### src/rtl/load_unit_if.sv
// -----------------------------------------------------------------------------
// load_unit_if.sv
// Bus bundles for the RV32I data-memory load unit.
//
// load_unit_req_if : request/response channel between the execute/memory stage
//                    (master) and the load unit (slave).
//   req_valid  m->s  load request present
//   req_ready  s->m  unit can accept a request
//   req_addr   m->s  byte address
//   req_funct3 m->s  load width/sign encoding
//   req_rd     m->s  destination register
//   rsp_valid  s->m  result available
//   rsp_ready  m->s  consumer accepts result
//   rsp_data   s->m  extended load result
//   rsp_rd     s->m  echoed destination register
//   rsp_err    s->m  misaligned / illegal / timeout
//
// load_unit_mem_if : request/grant/response memory read port, load unit is the
//                    master, data memory is the slave.
//   mem_req    m->s  read request, held until granted
//   mem_addr   m->s  word-aligned address
//   mem_gnt    s->m  request accepted this cycle
//   mem_rvalid s->m  read data valid
//   mem_rdata  s->m  read word, little-endian
// -----------------------------------------------------------------------------
interface load_unit_req_if;
  logic        req_valid;
  logic        req_ready;
  logic [31:0] req_addr;
  logic [2:0]  req_funct3;
  logic [4:0]  req_rd;
  logic        rsp_valid;
  logic        rsp_ready;
  logic [31:0] rsp_data;
  logic [4:0]  rsp_rd;
  logic        rsp_err;

  modport master (
    output req_valid, req_addr, req_funct3, req_rd, rsp_ready,
    input  req_ready, rsp_valid, rsp_data, rsp_rd, rsp_err
  );

  modport slave (
    input  req_valid, req_addr, req_funct3, req_rd, rsp_ready,
    output req_ready, rsp_valid, rsp_data, rsp_rd, rsp_err
  );
endinterface

interface load_unit_mem_if;
  logic        mem_req;
  logic [31:0] mem_addr;
  logic        mem_gnt;
  logic        mem_rvalid;
  logic [31:0] mem_rdata;

  modport master (
    output mem_req, mem_addr,
    input  mem_gnt, mem_rvalid, mem_rdata
  );

  modport slave (
    input  mem_req, mem_addr,
    output mem_gnt, mem_rvalid, mem_rdata
  );
endinterface

### src/rtl/load_unit.sv
// -----------------------------------------------------------------------------
// load_unit.sv
// Data-memory load unit for the RV32I core. Accepts one load at a time, reads
// the containing 32-bit word over a request/grant/response port, then extracts
// and sign/zero-extends the addressed byte, halfword or word. Misaligned
// addresses, illegal funct3 encodings and memory timeouts return rsp_err=1
// with rsp_data=0.
//
// Parameters
//   TIMEOUT_CYCLES  cycles waited in WAIT for mem_rvalid before erroring
//                   (1..1023)
// Ports
//   clk     in   clock, all state on rising edge
//   rst_n   in   asynchronous active-low reset
//   req_if  slave  request/response channel (load_unit_req_if)
//   mem_if  master memory read port        (load_unit_mem_if)
//
// Every output is either a register or a decode of the state register, so no
// input reaches an output combinationally.
// -----------------------------------------------------------------------------
module load_unit #(
  parameter int TIMEOUT_CYCLES = 255
) (
  input  logic            clk,
  input  logic            rst_n,
  load_unit_req_if.slave  req_if,
  load_unit_mem_if.master mem_if
);

  localparam logic [1:0] S_IDLE  = 2'd0;
  localparam logic [1:0] S_ISSUE = 2'd1;
  localparam logic [1:0] S_WAIT  = 2'd2;
  localparam logic [1:0] S_RESP  = 2'd3;

  localparam logic [2:0] F3_LB  = 3'b000;
  localparam logic [2:0] F3_LH  = 3'b001;
  localparam logic [2:0] F3_LW  = 3'b010;
  localparam logic [2:0] F3_LBU = 3'b100;
  localparam logic [2:0] F3_LHU = 3'b101;

  localparam logic [9:0] TO_LIMIT = 10'(TIMEOUT_CYCLES);

  // Select the addressed lane of a little-endian word and extend it
  // according to the load encoding. Illegal encodings yield zero.
  function automatic logic [31:0] extract_load(
    input logic [31:0] word,
    input logic [1:0]  lane,
    input logic [2:0]  funct3
  );
    logic [7:0]  byte_v;
    logic [15:0] half_v;
    logic [31:0] res_v;
    case (lane)
      2'd0:    byte_v = word[7:0];
      2'd1:    byte_v = word[15:8];
      2'd2:    byte_v = word[23:16];
      2'd3:    byte_v = word[31:24];
      default: byte_v = 8'd0;
    endcase
    half_v = lane[1] ? word[31:16] : word[15:0];
    case (funct3)
      F3_LB:   res_v = {{24{byte_v[7]}}, byte_v};
      F3_LH:   res_v = {{16{half_v[15]}}, half_v};
      F3_LW:   res_v = word;
      F3_LBU:  res_v = {24'd0, byte_v};
      F3_LHU:  res_v = {16'd0, half_v};
      default: res_v = 32'd0;
    endcase
    return res_v;
  endfunction

  logic [1:0]  r_state;
  logic [9:0]  r_cnt;
  logic [1:0]  r_lane;
  logic [2:0]  r_funct3;
  logic [4:0]  r_rd;
  logic [31:0] r_mem_addr;
  logic [31:0] r_rsp_data;
  logic        r_rsp_err;

  logic        w_illegal;
  logic        w_misaligned;
  logic        w_req_bad;
  logic [31:0] w_load_data;

  // Decode the incoming request: illegal encoding or misaligned access.
  always_comb begin
    w_illegal    = 1'b0;
    w_misaligned = 1'b0;
    case (req_if.req_funct3)
      F3_LB, F3_LBU: begin
        w_illegal    = 1'b0;
        w_misaligned = 1'b0;
      end
      F3_LH, F3_LHU: begin
        w_illegal    = 1'b0;
        w_misaligned = req_if.req_addr[0];
      end
      F3_LW: begin
        w_illegal    = 1'b0;
        w_misaligned = (req_if.req_addr[1:0] != 2'b00);
      end
      default: begin
        w_illegal    = 1'b1;
        w_misaligned = 1'b0;
      end
    endcase
    w_req_bad = w_illegal | w_misaligned;
  end

  // Aligned/extended result of the word currently on the memory read bus.
  always_comb begin
    w_load_data = extract_load(mem_if.mem_rdata, r_lane, r_funct3);
  end

  // Control FSM plus captured request and result registers.
  always_ff @(posedge clk or negedge rst_n) begin
    if (!rst_n) begin
      r_state    <= S_IDLE;
      r_cnt      <= 10'd0;
      r_lane     <= 2'd0;
      r_funct3   <= 3'd0;
      r_rd       <= 5'd0;
      r_mem_addr <= 32'd0;
      r_rsp_data <= 32'd0;
      r_rsp_err  <= 1'b0;
    end else begin
      case (r_state)
        S_IDLE: begin
          if (req_if.req_valid) begin
            r_lane   <= req_if.req_addr[1:0];
            r_funct3 <= req_if.req_funct3;
            r_rd     <= req_if.req_rd;
            if (w_req_bad) begin
              // Decode errors answer immediately without touching memory.
              r_rsp_err  <= 1'b1;
              r_rsp_data <= 32'd0;
              r_state    <= S_RESP;
            end else begin
              r_mem_addr <= {req_if.req_addr[31:2], 2'b00};
              r_state    <= S_ISSUE;
            end
          end
        end
        S_ISSUE: begin
          if (mem_if.mem_gnt) begin
            r_cnt   <= 10'd0;
            r_state <= S_WAIT;
          end
        end
        S_WAIT: begin
          if (mem_if.mem_rvalid) begin
            r_rsp_data <= w_load_data;
            r_rsp_err  <= 1'b0;
            r_state    <= S_RESP;
          end else if (r_cnt == TO_LIMIT) begin
            // Counter has reached the limit: give up and report an error.
            r_rsp_data <= 32'd0;
            r_rsp_err  <= 1'b1;
            r_state    <= S_RESP;
          end else begin
            r_cnt <= r_cnt + 10'd1;
          end
        end
        S_RESP: begin
          if (req_if.rsp_ready) begin
            r_state <= S_IDLE;
          end
        end
        default: begin
          r_state <= S_IDLE;
        end
      endcase
    end
  end

  assign req_if.req_ready = (r_state == S_IDLE);
  assign req_if.rsp_valid = (r_state == S_RESP);
  assign req_if.rsp_data  = r_rsp_data;
  assign req_if.rsp_rd    = r_rd;
  assign req_if.rsp_err   = r_rsp_err;
  assign mem_if.mem_req   = (r_state == S_ISSUE);
  assign mem_if.mem_addr  = r_mem_addr;

endmodule

### src/flat_wrapper.sv
// flat-port wrapper written by rule: the top's interface ports become plain ports
module load_unit_flat 
#(
  parameter int TIMEOUT_CYCLES = 255
)
  (clk, rst_n, req_if_req_valid, req_if_req_addr, req_if_req_funct3, req_if_req_rd, req_if_rsp_ready, req_if_req_ready, req_if_rsp_valid, req_if_rsp_data, req_if_rsp_rd, req_if_rsp_err, mem_if_mem_req, mem_if_mem_addr, mem_if_mem_gnt, mem_if_mem_rvalid, mem_if_mem_rdata);
  load_unit_req_if req_if_i ();
  load_unit_mem_if mem_if_i ();
  input  logic clk;
  input  logic rst_n;
  input wire logic [$bits(req_if_i.req_valid)-1:0] req_if_req_valid;
  input wire logic [$bits(req_if_i.req_addr)-1:0] req_if_req_addr;
  input wire logic [$bits(req_if_i.req_funct3)-1:0] req_if_req_funct3;
  input wire logic [$bits(req_if_i.req_rd)-1:0] req_if_req_rd;
  input wire logic [$bits(req_if_i.rsp_ready)-1:0] req_if_rsp_ready;
  output wire logic [$bits(req_if_i.req_ready)-1:0] req_if_req_ready;
  output wire logic [$bits(req_if_i.rsp_valid)-1:0] req_if_rsp_valid;
  output wire logic [$bits(req_if_i.rsp_data)-1:0] req_if_rsp_data;
  output wire logic [$bits(req_if_i.rsp_rd)-1:0] req_if_rsp_rd;
  output wire logic [$bits(req_if_i.rsp_err)-1:0] req_if_rsp_err;
  output wire logic [$bits(mem_if_i.mem_req)-1:0] mem_if_mem_req;
  output wire logic [$bits(mem_if_i.mem_addr)-1:0] mem_if_mem_addr;
  input wire logic [$bits(mem_if_i.mem_gnt)-1:0] mem_if_mem_gnt;
  input wire logic [$bits(mem_if_i.mem_rvalid)-1:0] mem_if_mem_rvalid;
  input wire logic [$bits(mem_if_i.mem_rdata)-1:0] mem_if_mem_rdata;
  assign req_if_i.req_valid = req_if_req_valid;
  assign req_if_i.req_addr = req_if_req_addr;
  assign req_if_i.req_funct3 = req_if_req_funct3;
  assign req_if_i.req_rd = req_if_req_rd;
  assign req_if_i.rsp_ready = req_if_rsp_ready;
  assign req_if_req_ready = req_if_i.req_ready;
  assign req_if_rsp_valid = req_if_i.rsp_valid;
  assign req_if_rsp_data = req_if_i.rsp_data;
  assign req_if_rsp_rd = req_if_i.rsp_rd;
  assign req_if_rsp_err = req_if_i.rsp_err;
  assign mem_if_mem_req = mem_if_i.mem_req;
  assign mem_if_mem_addr = mem_if_i.mem_addr;
  assign mem_if_i.mem_gnt = mem_if_mem_gnt;
  assign mem_if_i.mem_rvalid = mem_if_mem_rvalid;
  assign mem_if_i.mem_rdata = mem_if_mem_rdata;
  load_unit #(.TIMEOUT_CYCLES(TIMEOUT_CYCLES)) u_core (.clk(clk), .rst_n(rst_n), .req_if(req_if_i), .mem_if(mem_if_i));
endmodule
### config.mk
export PLATFORM = sky130hd
export DESIGN_NAME = load_unit_flat
export DESIGN_NICKNAME = d
export VERILOG_FILES = /design/src/rtl/load_unit_if.sv /design/src/rtl/load_unit.sv /design/src/flat_wrapper.sv
export SDC_FILE = /design/constraint.sdc
export NUM_CORES = 1
export LEC_CHECK = 0
export CORE_MARGIN = 1.5
export CORE_UTILIZATION = 46
export DETAILED_ROUTE_END_ITERATION = 10
export PLACE_DENSITY = 0.8
export SYNTH_ARGS = -nofsm -noshare
export SYNTH_HDL_FRONTEND = slang
export SYNTH_SLANG_ARGS = --single-unit
export TNS_END_PERCENT = 1
### constraint.sdc
create_clock -name clk -period 2.7 [get_ports clk]
set_input_delay 0.405 -clock clk [delete_from_list [all_inputs] [get_ports clk]]
set_output_delay 0.405 -clock clk [all_outputs]
set_load 0.02 [all_outputs]
==> results of run 1 <==
where the power goes:
group	internal (mW)	leakage, nW	switching, mW	total [mW]
combinational	1.92	1.52	1.81	3.72
clock	0.521	0.103	0.469	0.990
sequential	1.76	1.09	0.361	2.12
stage by stage:
stage | cells | TNS, ns | setup WS, ns | cell area [µm²]
2_1_floorplan | 367 | 0 | 0.742 | 4510
3_3_place_gp | 636 | -1.16 | -0.0994 | 6160
3_5_place_dp | 636 | -2.41 | -0.173 | 6160
4_1_cts | 651 | 0 | 0.0121 | 6370
5_1_grt | 652 | 0 | 0.272 | 6380
6_report | 652 | 0 | 0.355 | 6380
state kept, by name (all words and copies together) (netlist names):
name / flops
u_core.req_if.rsp_rd: 5
u_core.req_if.rsp_err: 1
u_core.r_lane: 2
u_core.req_if.rsp_data: 32
u_core.r_state: 2
u_core.r_funct3: 3
u_core.r_cnt: 10
u_core.mem_if.mem_addr: 30
layout make-up:
type,instances,area share
clock buffer,10,0.0200
clock inverter,5,0.0133
inverter,12,0.00706
multi-input combinational,247,0.346
sequential,85,0.333
tap,129,0.0253
timing repair buffer,164,0.255
placed cells by master (no fill, tap or decap), types with 4 or more instances in the layout:
master           instances
clkdlybuf4s50_1        147
dfrtp_1                 85
mux2_2                  53
mux2_4                  30
nand2_1                 25
a31oi_1                 17
buf_4                   15
inv_1                   12
mux2i_1                 10
nor2b_1                  9
a22oi_1                  9
clkbuf_8                 9
o22ai_1                  8
a221oi_1                 7
and3_1                   6
a21o_1                   5
nand2b_1                 5
nor2_1                   5
ha_1                     5
o21ai_0                  4
o31ai_1                  4
a21oi_1                  4
path summary, 6_finish.rpt:
kind / from / to / slack, ns / depth (start not counted)
max in group asynchronous: rst_n / u_core.r_cnt[0] / 1.77 / 1
hold / removal: rst_n / u_core.mem_if.mem_addr[19] / 0.22 / 1
hold reg to reg: u_core.r_cnt[4] / u_core.r_cnt[4] / 0.49 / 1
min in group clk: u_core.r_cnt[4] / u_core.r_cnt[4] / 0.49 / 1
setup reg to reg: u_core.r_state[0] / u_core.req_if.rsp_data[29] / 0.61 / 6
setup / recovery: u_core.r_state[0] / req_if_req_ready / 0.35 / 3
cells by family (layout without fill, tap and decap cells):
| group | after synthesis | in the layout |
|---|---|---|
| multiplexers | 93 | 93 |
| AND/OR/NAND/NOR | 74 | 74 |
| adder cells (fa/ha/maj) | 5 | 5 |
| buffers and inverters | 35 | 191 |
| AO/OA/AOI/OAI | 73 | 73 |
| other | 1 | 2 |
| flip-flops | 85 | 85 |
critical path, delay by kind of cell, from the launching register on:
kind | cells | cell delay (ns)
DFF | 1 | 0.42
buffers and inverters | 2 | 0.82
adders and majority gates | 1 | 0.34
routing by layer:
metal | global-route usage | share of wire | up-vias
li1 | - | - | 1663
met1 | 0.286 | 0.42 | 1738
met2 | 0.361 | 0.48 | 153
met3 | 0.0752 | 0.085 | 15
met4 | 0.0854 | 0.018 | 0
met5 | 0 | 0 | -
==> impl_metrics.tcl, run 1 <==
set metrics [dict create \
    synthFlopType "dfrtp_1" \
    fin_crit_sh 0.869 \
    cts.repair.resized 0 \
    rsz0062_at_grt "no" \
    async_flop_share 1.00 \
    routed_via_density 5.47 \
    wl_um 11400 \
    muxShareOfSynthArea 0.254 \
    die_area_um2 10400 \
    maxCapViolCount 0 \
    vdd_ir_drop_max_uv 755 \
    min_period_ns 2.35 \
    hpwlAfterDp_um 8480 \
    grt_pass1_wl_um 18000 \
    cts_root_buffer "clkbuf_8" \
    fin_hold_ws_ns 0.223 \
    cts_hold_buf 0 \
    rows 35 \
    grt_max_degree 86 \
    synth_top_family_by_area "multiplexers" \
    io_pins 151 \
    synthXorXnorAreaFrac 0 \
    synth_area_per_cell_um2 12.3 \
    finalSetupViolCount 0 \
    wire_per_inst_um 17.5 \
    io_buffers 148 \
    post_cts_buffers 0 \
    power_leakage_nw 2.72 \
    ys_seq_elements 85 \
    utilization 0.681 \
    fillCellCount 728 \
    fin_skew_ns 0.0152 \
    syn_area_um2 4510 \
    fmax_mhz 426 \
    ant_nets 0 \
    dr.pass1.iters 4 \
    seq_area_frac_synth 0.472 \
    synth-edff-count 0 \
    multiInputGateArea_um2 2210 \
    vias 3569 \
    powerDensity_nw_per_um2 1070 \
    antenna_found_initial 0 \
    h-tree-depth 3 \
    clk_pin_slew_ns 0.09 \
    hold_violations 0 \
    start_kind "register" \
    synthSimpleGateAreaFrac 0.0932 \
    diodes 0 \
    tightest_slew_ns 1.06 \
    clockBufferDepth 2 \
    hold_class "input pin to async pin" \
    power_mw 6.84 \
    status "complete, no violations" \
    synthTopCellsByArea "dfrtp_1 47%, mux2_2 13%, mux2_4 10%" \
    chipHeight_um 102 \
    area_delta_synth_final_pct 41.5 \
    end_kind "primary output" \
    grtUsageTotal 0.226 \
    drcViolationCount 0 \
    crit_required_ns 2.30 \
    synth.most_common_cell "dfrtp_1" \
    crit_fanout 8 \
    yosysWarnings 0 \
    gp_congestion 0.873 \
    synthDistinctLibCells 50 \
    syn_inst 366 \
    synth.largest_area_cell "dfrtp_1" \
    critPathKind "register to primary output" \
    post_route_cells_drive_above_1_share 0.237 \
    synth_fa_ha_area_frac 0.0139 \
    crit_arrival_ns 1.94 \
    core_um2 9370 \
    drv_slew 0 \
    grt_overflow 0 \
    regArea_um2 2130 \
    cts_tree "done" \
    nNetsFinal 602 \
    timing.slew.headroom 0.290 \
    die_x_um 102 \
    yosysTopAreaCellShare 0.472 \
    clkLatencyLatePin_ns 0.36 \
    slowest_stage "clkdlybuf4s50_1" \
    drt_iter0_drc 227 \
    cts_sinks 85 \
    cp_slowest_stage_delay_ns 0.71 \
    grt_pass1_vias 3620 \
    synth_compound_area_frac 0.127 \
    start_util 0.481 \
    cts_made_buffers 9 \
    synth_common_cells "85 x dfrtp_1, 53 x mux2_2, 30 x mux2_4, 25 x nand2_1, 17 x a31oi_1" \
    crit_chain "inv_1 > ha_1 > clkdlybuf4s50_1" \
]
No activity file was read; power rests on OpenSTA's default activity.
==> inputs of run 2 (changes only) <==
Settings changed: CORE_ASPECT_RATIO set to 1.4.
==> run 2 against run 1 <==
Compared with the run above:
- maximum frequency rose by 5.8%
- flip-flop and latch count did not move
- global-route usage rose by 0.28 points
- total power grew 4.9%
- clock-buffer cell count fell by 1
- final cell count increased by 1.7%
- largest cell class unchanged
- clock skew down 0.0057 ns
- highest routed layer unchanged
- routed wire length fell by 0.27%
- hold slack worse by 0.18 ns
- setup slack better by 0.13 ns
==> impl_metrics.tcl, run 2 (synthesis results as in run 1) <==
set metrics [dict create \
    hold_class "input pin to async pin" \
    grt_max_degree 46 \
    r2r_start "u_core.r_lane[0]" \
    area_delta_synth_final_pct 44.9 \
    status "complete, no violations" \
    critPathKind "register to primary output" \
    cts_made_buffers 9 \
    fin_skew_ns 0.00952 \
    post_route_cells_drive_above_1_share 0.250 \
    powerDensity_nw_per_um2 1100 \
    routed_via_density 5.46 \
    min_period_ns 2.22 \
    die_x_um 86.7 \
    cts_root_buffer "clkbuf_16" \
    layout_commonest_cell "clkdlybuf4s50_1" \
    power_mw 7.18 \
    clkLatencyLatePin_ns 0.34 \
    fin_crit_sh 0.821 \
    layout_common_cells "147 x clkdlybuf4s50_1, 85 x dfrtp_1, 53 x mux2_2" \
    crit_fanout 6 \
    cts_sinks 85 \
    wl_met2_um 5800 \
    nNetsFinal 609 \
    antenna_found_initial 0 \
    vdd_ir_drop_max_uv 858 \
    end_kind "primary output" \
    p_clk_frac 0.172 \
    diodes 0 \
    core_um2 9510 \
    critPathLaunch "u_core.r_state[1]" \
    clockBufferDepth 2 \
    drt_iter0_drc 224 \
    gp_congestion 0.918 \
    grtUsageTotal 0.229 \
    p_comb_frac 0.532 \
    rows 42 \
    drv_slew 0 \
    internal_power_mw 4.48 \
    crit_required_ns 2.30 \
    clk_pin_slew_ns 0.06 \
    fin_hold_ws_ns 0.0472 \
    start_util 0.474 \
    start_kind "register" \
    crit_arrival_ns 1.81 \
    finalSetupViolCount 0 \
    wl_met3_um 770 \
    dr.max_layer_used "met4" \
    largest_reg_flops 32 \
    p_sw_mw 2.70 \
    hold_violations 0 \
    wire_per_inst_um 17.2 \
    io_buffers 148 \
    h-tree-depth 3 \
    cts.repair.resized 0 \
    met1Wirelength_um 4450 \
    timing.slew.headroom 0.614 \
    seqPwrFrac 0.297 \
    power_leakage_nw 2.79 \
    ant_nets 0 \
    rsz0062_at_grt "no" \
    hpwlAfterDp_um 8640 \
    grt_pass1_wl_um 18500 \
    io_pins 151 \
    grt_pass1_vias 3782 \
    tightest_slew_ns 0.577 \
    die_area_um2 10400 \
    switching_share 0.376 \
    drcViolationCount 0 \
    wl_um 11400 \
    vias 3620 \
    fin_setup_tns_ns 0 \
    fmax_mhz 451 \
    chipHeight_um 120 \
    cts_tree "done" \
    grt_overflow 0 \
    maxCapViolCount 0 \
    utilization 0.687 \
    dr.pass1.iters 5 \
]
## run 2: critical path: stages, from the launching register on
cell and delay (ns):
dfrtp_1 0.40, inv_1 0.10, ha_1 0.30, clkdlybuf4s50_1 0.66
## run 2: through the flow
stage	setup WS (ns)	std cells	area (µm²)
final	0.483	663	6540
after global routing	0.384	663	6540
after floorplan	0.742	367	4510
after CTS	0.459	663	6540
after detailed placement	-0.175	643	6190
after global placement	-0.101	643	6190
## run 2: area by class of cell
type	count	area (µm²)
flip-flops and latches	85	2130
inverters	12	45.0
well taps	132	165
clock inverters	7	75.1
fillers	685	2980
repair buffers	171	1690
multi-input cells	247	2210
clock buffers	9	225
## run 2: path summary, 6_finish.rpt
| check | slack (ns) | endpoint | cells after the start |
|---|---|---|---|
| setup / recovery | 0.48 | req_if_req_ready | 3 |
| setup reg to reg | 0.67 | u_core.req_if.rsp_data[25] | 4 |
| min in group clk | 0.50 | u_core.req_if.rsp_rd[1] | 1 |
| max in group asynchronous | 2.03 | u_core.r_cnt[8] | 2 |
| hold reg to reg | 0.50 | u_core.req_if.rsp_rd[1] | 1 |
| hold / removal | 0.05 | u_core.req_if.rsp_data[12] | 1 |
## run 2: power by group through the flow
stage / Clock, mW / Sequential (mW) / Combinational (mW)
5_1_grt: 1.30 / 2.20 / 4.06
2_1_floorplan: 0 / 2.55 / 1.84
6_report: 1.23 / 2.13 / 3.82
4_1_cts: 1.26 / 2.13 / 3.84
3_5_place_dp: 0 / 2.15 / 3.72
3_3_place_gp: 0 / 2.11 / 3.66
## run 2: metal layers
metal,vias up,global-route usage
li1,1674,-
met1,1770,0.273
met2,148,0.382
met3,28,0.0585
met4,0,0.107
met5,-,0
## run 2: timing repair
action,4_1_cts,5_1_grt
buffers inserted,4,0
endpoints found under the setup margin,3,0
hold endpoints to repair,0,0
hold buffers,0,0
==> inputs of run 3 (changes only) <==
Clock period 2.7 ns to 2.11 ns, I/O delays scaled along.
==> run 3 against run 2 <==
Compared with the run above:
- sequential power grew 28%
- die area is the same
- total power grew 31%
- via count grew 1.3%
- hold slack gained 0.45 ns
- clock power grew 31%
- final cell count grew 0.90%
- largest power group unchanged
- first-iteration DRC count shrank 4.9%
- sequential share of layout area shrank 0.55 points
==> impl_metrics.tcl, run 3 (synthesis results as in run 1) <==
set metrics [dict create \
    core_um2 9510 \
    fmax_mhz 492 \
    wl_um 11900 \
    die_x_um 86.7 \
    layout_common_cells "146 x clkdlybuf4s50_1, 85 x dfrtp_1, 53 x mux2_2" \
    powerDensity_nw_per_um2 1410 \
    h-tree-depth 3 \
    drv_slew 0 \
    hpwlAfterDp_um 9000 \
    cp.depth 7 \
    wire_per_inst_um 17.8 \
    power_leakage_nw 2.85 \
    finalSetupViolCount 0 \
    tightest_slew_ns 0.570 \
    critPathKind "input pin to register" \
    rsz0062_at_grt "no" \
    drcViolationCount 0 \
    post_dp_cell_area_um2 6300 \
    grt_max_degree 42 \
    cts_sinks 85 \
    die_area_um2 10400 \
    area_delta_synth_final_pct 47.4 \
    post_route_cells_drive_above_1_share 0.263 \
    antenna_found_initial 0 \
    critPathBufInv 3 \
    end_kind "register" \
    largest_reg_flops 32 \
    ff2ff_path_depth 8 \
    fin_skew_ns 0.00541 \
    timing.slew.headroom 0.620 \
    fillCellCount 697 \
    clkLatencyLatePin_ns 0.34 \
    slowest_stage "or4_4" \
    cp_slowest_stage_delay_ns 0.57 \
    io_pins 151 \
    vias 3667 \
    min_period_ns 2.03 \
    routed_via_density 5.48 \
    cts_made_buffers 9 \
    cts_tree "done" \
    crit_family "buffers and inverters" \
    diodes 0 \
    drt_iter0_drc 213 \
    grt_pass1_wl_um 19000 \
    ant_nets 0 \
    layout_commonest_cell "clkdlybuf4s50_1" \
    start_kind "input pin" \
    postLayoutCellArea_um2 6650 \
    grtUsageTotal 0.235 \
    hold_path_depth 1 \
    multiInputGateArea_um2 2220 \
    fin_setup_tns_ns 0 \
    chipHeight_um 120 \
    gp_congestion 0.911 \
    grt_overflow 0 \
    start_util 0.474 \
    vdd_ir_drop_max_uv 830 \
    dr.pass1.iters 4 \
    crit_fanout 16 \
    cts_root_buffer "clkbuf_16" \
    rows 42 \
    crit_chain "clkdlybuf4s50_1 > or4_4 > a31oi_4 > nor3_4 > buf_12 > buf_12 > mux2_4" \
    clockBufferDepth 2 \
    crit_arrival_ns 2.25 \
    fin_crit_sh 0.963 \
    crit_required_ns 2.33 \
    grt_pass1_vias 3855 \
    hold_violations 0 \
    maxCapViolCount 0 \
    io_buffers 148 \
    regArea_um2 2130 \
    clk_pin_slew_ns 0.06 \
    nNetsFinal 615 \
    hold_class "register to register" \
    status "complete, no violations" \
    crit_path_frequent_cell "buf_12" \
]
run 3: worst paths after layout:
check	from	endpoint	slack, ns
setup / recovery	req_if_req_funct3[0]	u_core.req_if.rsp_data[14]	0.08
setup reg to reg	u_core.r_state[0]	u_core.req_if.rsp_data[0]	0.12
hold reg to reg	u_core.r_cnt[4]	u_core.r_cnt[4]	0.50
hold / removal	u_core.r_cnt[4]	u_core.r_cnt[4]	0.50
max in group asynchronous	rst_n	u_core.req_if.rsp_rd[4]	0.99
min in group asynchronous	rst_n	u_core.req_if.rsp_data[16]	0.52
run 3: metal layers:
metal | up-vias | wire length (µm) | global-route usage
met3 | 24 | 714 | 0.0536
met5 | - | 0 | 0
li1 | 1688 | - | -
met2 | 133 | 6320 | 0.414
met1 | 1822 | 4620 | 0.272
met4 | 0 | 276 | 0.0917
run 3: area by class of cell:
cell class | count | area share
Multi-Input combinational cell | 247 | 0.334
Sequential cell | 85 | 0.320
Timing Repair Buffer | 177 | 0.269
Clock buffer | 11 | 0.0365
Tap cell | 132 | 0.0248
Clock inverter | 5 | 0.00885
Inverter | 12 | 0.00678
run 3: what timing repair did:
item / 4_1_cts / 5_1_grt
hold endpoints to repair: 28 / 0
endpoints found under the setup margin: 1 / 31
hold buffers: 1 / 0
setup buffers: 0 / 1
pin swaps: 0 / 1
gates resized for setup: 2 / 4
run 3: report_power, final:
part           internal (mW)  switching, mW  total [mW]
clock                  0.952          0.653        1.61
combinational           2.66           2.39        5.05
sequential              2.26          0.468        2.73
total                   5.87           3.51        9.38
run 3: per-stage QoR:
step | total power [mW] | utilization | instances | worst slack [ns] | hold slack (ns)
floorplan | 5.62 | - | 367 | 0.152 | 0.0209
global placement | 7.55 | 0.663 | 651 | -0.103 | 0.342
detailed placement | 7.70 | 0.663 | 651 | -0.172 | 0.348
CTS | 9.34 | 0.695 | 668 | 0.00657 | 0.499
global route | 9.84 | 0.699 | 669 | 0.0249 | 0.515
finish | 9.38 | 0.699 | 669 | 0.0771 | 0.497
